File: src/rtl/frac_lutk_ccff.sv
// K-input fracturable LUT whose truth table, fracture mode and output-register enable
// are loaded serially through a configuration flip-flop chain (ccff_head -> ccff_tail).
module frac_lutk_ccff #(
   parameter int K = 4,
   localparam int TT_BITS = 2**K,
   localparam int CHAIN_LEN = TT_BITS + 2
) (
   input  logic         clk,
   input  logic         rst_n,
   input  logic         cfg_en,
   input  logic         cfg_restart,
   input  logic         ccff_head,
   output logic         ccff_tail,
   output logic         cfg_done,
   input  logic [K-1:0] in,
   output logic         lutk_out,
   output logic [1:0]   lutk1_out
);

   localparam int CNT_W = $clog2(CHAIN_LEN + 1);

   logic [CHAIN_LEN-1:0] cfg;
   logic [CNT_W-1:0]     bit_cnt;

   logic [TT_BITS-1:0]   tt;
   logic                 mode;
   logic                 reg_en;
   logic [K-1:0]         idx;
   logic [K-2:0]         lo;
   logic                 f0;
   logic                 f1;
   logic                 active;
   logic                 lutk_c;
   logic [1:0]           lutk1_c;
   logic                 lutk_q;
   logic [1:0]           lutk1_q;

   always_ff @(posedge clk or negedge rst_n) begin
      if (!rst_n) begin
         cfg <= '0;
      end else if (cfg_en) begin
         cfg <= {cfg[CHAIN_LEN-2:0], ccff_head};
      end
   end

   // Restart wins over counting; the shift itself is unaffected by restart.
   always_ff @(posedge clk or negedge rst_n) begin
      if (!rst_n) begin
         bit_cnt <= '0;
      end else if (cfg_restart) begin
         bit_cnt <= '0;
      end else if (cfg_en && (bit_cnt != CNT_W'(CHAIN_LEN))) begin
         bit_cnt <= bit_cnt + 1'b1;
      end
   end

   assign cfg_done  = (bit_cnt == CNT_W'(CHAIN_LEN));
   assign ccff_tail = cfg[CHAIN_LEN-1];

   assign tt     = cfg[TT_BITS-1:0];
   assign mode   = cfg[TT_BITS];
   assign reg_en = cfg[TT_BITS+1];

   assign lo  = in[K-2:0];
   assign idx = {in[K-1] | mode, lo};
   assign f0  = tt[{1'b0, lo}];
   assign f1  = tt[{1'b1, lo}];

   // Results are only meaningful with a complete, stable configuration.
   assign active  = cfg_done & ~cfg_en;
   assign lutk_c  = active & tt[idx];
   assign lutk1_c = active ? {f0, f1} : 2'b00;

   always_ff @(posedge clk or negedge rst_n) begin
      if (!rst_n) begin
         lutk_q  <= 1'b0;
         lutk1_q <= 2'b00;
      end else begin
         lutk_q  <= lutk_c;
         lutk1_q <= lutk1_c;
      end
   end

   assign lutk_out  = reg_en ? lutk_q  : lutk_c;
   assign lutk1_out = reg_en ? lutk1_q : lutk1_c;

endmodule
File: config.mk
export PLATFORM = sky130hd
export DESIGN_NAME = frac_lutk_ccff
export DESIGN_NICKNAME = d
export VERILOG_FILES = /design/src/rtl/frac_lutk_ccff.sv
export SDC_FILE = /design/constraint.sdc
export NUM_CORES = 1
export LEC_CHECK = 0
export CAP_MARGIN = 0
export CORE_ASPECT_RATIO = 1.4
export CORE_MARGIN = 4
export CORE_UTILIZATION = 50
export CTS_BUF_LIST = sky130_fd_sc_hd__clkbuf_4 sky130_fd_sc_hd__clkbuf_8
export CTS_CLUSTER_DIAMETER = 50
export DETAILED_ROUTE_END_ITERATION = 8
export PLACE_DENSITY = 0.73
export SLEW_MARGIN = 10
export SYNTH_ARGS = -nofsm -noshare
export SYNTH_HDL_FRONTEND = slang
export SYNTH_SLANG_ARGS = --single-unit
File: constraint.sdc
create_clock -name clk -period 3.4 [get_ports clk]
set_input_delay 0.85 -clock clk [delete_from_list [all_inputs] [get_ports clk]]
set_output_delay 0.85 -clock clk [all_outputs]
set_load 0.01 [all_outputs]
After elaboration in Yosys (flattened, before gate mapping)

Index checks and enable logic that the tools add are counted.

Register bits after elaboration: 26
Input port bits: 9
Output and inout port bits: 5
Word-level logic and storage cells: 27

Add/sub/neg operators: 1
Order comparisons: 3
Equal/unequal tests: 2
Muxes and demuxes: 11
Bitwise gates (word level): 4
Reductions and logical operators: 2

Operators with widths:

| kind                | count |
|---|---|
| $lt 4x5->1 const B  | 2 |
| $mux 5              | 2 |
| $bmux 1 s3          | 2 |
| $add 5x1->5 const B | 1 |
| $eq 5x5->1 const B  | 1 |
| $lt 3x5->1 const B  | 1 |
| $ne 5x5->1 const B  | 1 |
| $bmux 1 s4          | 1 |
| $mux 1              | 4 |
| $mux 2              | 2 |
| $and 1x1->1         | 2 |
| $reduce_bool 2->1   | 1 |
| $logic_and 1x1->1   | 1 |
| $not 1->1           | 1 |
| $or 1x1->1          | 1 |

Longest topological paths before layout

Depth in word-level cells: 5
Depth in mapped cells: 6
Mapped depth without buffers: 6

Worst setup path before layout

Ideal clock, no wire load.

Kind: input to output
Start: in in[1]
End: out lutk1_out[1]
Arrival time: 2.064 ns
Data required time: 2.550 ns
Setup slack: 0.486 ns
Stages: 4
Buffers on the path: 0
Cell sequence: mux4_1 mux2_2 and2_4 mux2_2

Cells in the longest elaborated chain, start to end: 4

RTL lines:

| element                      | line | text |
|---|---|---|
| from (decl)                  | 15   | `input logic [K-1:0] in,` |
| $bmux 1 s3                   | 66   | `assign f0 = tt[{1'b0, lo}];` |
| $mux 1 (implied by the code) | 66   |  |
| $mux 2                       | 72   | `assign lutk1_c = active ? {f0, f1} : 2'b00;` |
| named net lutk1_c[1]         | 34   | `logic [1:0] lutk1_c;` |
| $mux 2                       | 85   | `assign lutk1_out = reg_en ? lutk1_q : lutk1_c;` |
| to (decl)                    | 17   | `output logic [1:0] lutk1_out` |

The timed path passes the listed nets, and every way through them passes these cells. The select of a mux whose other input is x is not followed.

Worst setup path after layout

Same ends and word-level chain as after synthesis.

==> out/qor.yml <==
placement:
  post-dp-hpwl_mm: 1.49
  port_buffers: 13
  place_inst: 120
  gp_congestion: 0.757
worst_setup_path:
  cp_slowest_stage_delay_ns: 0.55
  crit_type: "input pin to output port"
  required_ns: 2.55
  rrSetupSlack_ns: 1.85
  timing.rr.end: "lutk_q"
  path_cells: "buf_2 -> mux4_1 -> mux2_2 -> and2_4 -> mux2_2 -> clkdlybuf4s15_2"
  crit_arrival_ns: 2.45
  worst-path-max-fanout: 3
  timing.rr.start: "cfg[6]"
  slowest_stage: "mux4_1"
  critPathTopFamily: "multiplexers"
  crit_buf_inv: 2
  crit_top_cell: "mux2_2"
  end_kind: "output port"
  startpoint_type: "input pin"
  rr_worst_depth: 4
routing:
  drt-initial-drc-count: 22
  vias: 704
  avgViaCountPerCell: 5.68
  drtAntennaViolNets: 0
  routed_wl_mm: 1.98
  drtPass1Iterations: 3
  remaining_drc_errors: 0
  wl_per_cell_um: 15.9
clock_tree:
  clk_latency_ns: 0.31
  cts_buffers: 3
  cts_num_sinks: 26
  h-tree-depth: 1
  clockBufferDepth: 2
  cts-hold-fix-buffers: 0
  cts_tree: "yes"
  clockRootBuffer: "clkbuf_4"
  cts_setup_buffers: 0
  clk_pin_slew_worst_paths_ns: 0.13
finish:
  fin_nets: 114
  layoutNonFillerInstCount: 124
  drive_gt1_share_pct: 40.2
  syn_to_final_growth_pct: 18.3
  num_antenna_cells: 0
power_and_ir_drop:
  power.density_mw_per_mm2: 616
  vdd_drop_max_uv: 352
  power.total_uw: 872
  leakage_nw: 0.637
yosys:
  synth.avg_cell_area_um2: 14.6
  yosysUniqueCellTypes: 19
  ys_top_cells_by_count: "26 x dfrtp_1, 22 x mux2_2, 8 x nor2_1, 4 x mux4_1, 3 x xor2_1"
  yosys.area.top_type_share_pct: 54.4
  synthesis.nets: 93
  yosysMostFrequentCell: "dfrtp_1"
  synthTopCellsByArea: "dfrtp_1 54%, mux2_2 21%, mux4_1 8.8%, nor2_1 2.5%, xor2_1 2.2%"
  ys_seq_area_share_pct: 54.4
  yosysTopAreaCell: "dfrtp_1"
  synthCells: 82
  ys.warnings.count: 0
  async_flop_share_pct: 100
  ys.flop_type: "dfrtp_1"
  netlist_area_mm2: 0.00120
  ys_ff_latch: 26
  synth_edf_count: 0
floorplanning:
  fp.dieH_um: 65.9
  die_w_um: 49.3
  rows: 20
  core-area_mm2: 0.00223
  initial_core_util_pct: 53.7
  io_pins: 14
  dieArea_mm2: 0.00325
timing:
  worst_clock_skew_ns: 0.00546
  period_share_pct: 97.2
  drv_slew: 0
  max_freq_mhz: 303
  setup_viol: 0
  finalCriticalPeriod_ns: 3.30
  worstMarginPinSlew_ns: 0.321
  finalHoldViolCount: 0
  rsz0062_at_grt: "false"
  relSlewSlack_pct: 78.6
  holdWs_ns: 0.550
worst_hold_path:
  min_from: "cfg[3]"
  min_to: "cfg[3]"
  hold_path_class: "flop to flop"
  hold_path_depth: 1
grt:
  overflow: 0
  grt_max_degree: 27
  antenna_found_initial: 0
  grt_usage_pct: 14.1
  grt_pass1_wl_mm: 3.51
  grt_pass1_vias: 761
flow_run:
  cap_violations: 0
status:
  outcome: "complete, no violations"
layout by cell type, fill, tap and decap left out, drive strengths merged, types with 2 or more instances in the layout:
master          n
dfrtp          26
mux2           22
nor2            8
clkdlybuf4s50   7
buf             7
mux4            4
xor2            3
clkbuf          3
and2            3
inv             2
nand4           2
ha              2
dlygate4sd2     2
clkdlybuf4s15   2
metal layers:
metal	global-route usage, %	routed length, µm	up-vias
li1	-	-	333
met1	17.0	831	358
met2	24.5	1040	11
met3	2.93	90	2
met4	5.34	19	0
met5	0	0	-
cells by family after synthesis:
family,after synthesis,share of synthesized area (%)
AO/OA/AOI/OAI,2,1.26
XOR/XNOR,4,2.93
adder cells (fa/ha/maj),2,2.09
buffers and inverters,4,1.26
flip-flops,26,54.4
multiplexers,27,30.3
AND/OR/NAND/NOR,17,7.74
metrics by stage:
step | TNS [ns] | utilization (%) | setup slack [ns] | area (µm²)
after CTS | 0 | 64.0 | 0.00264 | 1430
after floorplan | 0 | - | 0.486 | 1200
after detailed placement | -1.75 | 62.1 | -0.632 | 1380
after global routing | 0 | 63.5 | 0.0333 | 1420
after global placement | -1.58 | 62.1 | -0.589 | 1380
final | 0 | 63.5 | 0.0959 | 1420
registers in the layout (all words and copies together) (netlist names):
register,count
bit_cnt,5
lutk1_q,2
lutk_q,1
cfg,18
final cells by class:
| cell class | count | area [µm²] |
|---|---|---|
| Clock buffer | 3 | 22.5 |
| Clock inverter | 1 | 30.0 |
| Fill cell | 179 | 812 |
| Inverter | 2 | 7.51 |
| Multi-Input combinational cell | 52 | 519 |
| Sequential cell | 26 | 651 |
| Tap cell | 22 | 27.5 |
| Timing Repair Buffer | 18 | 158 |
how the worst max path moves through the flow:
stage           from      endpoint  slack (ns)  cells after the start
4_1_cts        in[0]  lutk1_out[0]       0.003                      6
3_3_place_gp   in[0]  lutk1_out[0]       -0.59                      6
3_5_place_dp   in[1]  lutk1_out[1]       -0.63                      6
5_1_grt        in[1]  lutk1_out[1]        0.03                      6
2_1_floorplan  in[1]  lutk1_out[1]        0.49                      4
6_report       in[1]  lutk1_out[1]         0.1                      6
report_power, final:
part	total [mW]	switching [mW]	internal [mW]
clock network	0.207	0.0883	0.119
registers	0.469	0.0736	0.396
logic	0.196	0.0621	0.134
total	0.872	0.224	0.648
what timing repair did:
item / in CTS / in global routing
setup endpoints to repair: 3 / 1
gates resized for setup: 17 / 2
cloned: 0 / 0
pin swaps: 0 / 0
(Power assumes the default switching activity.)
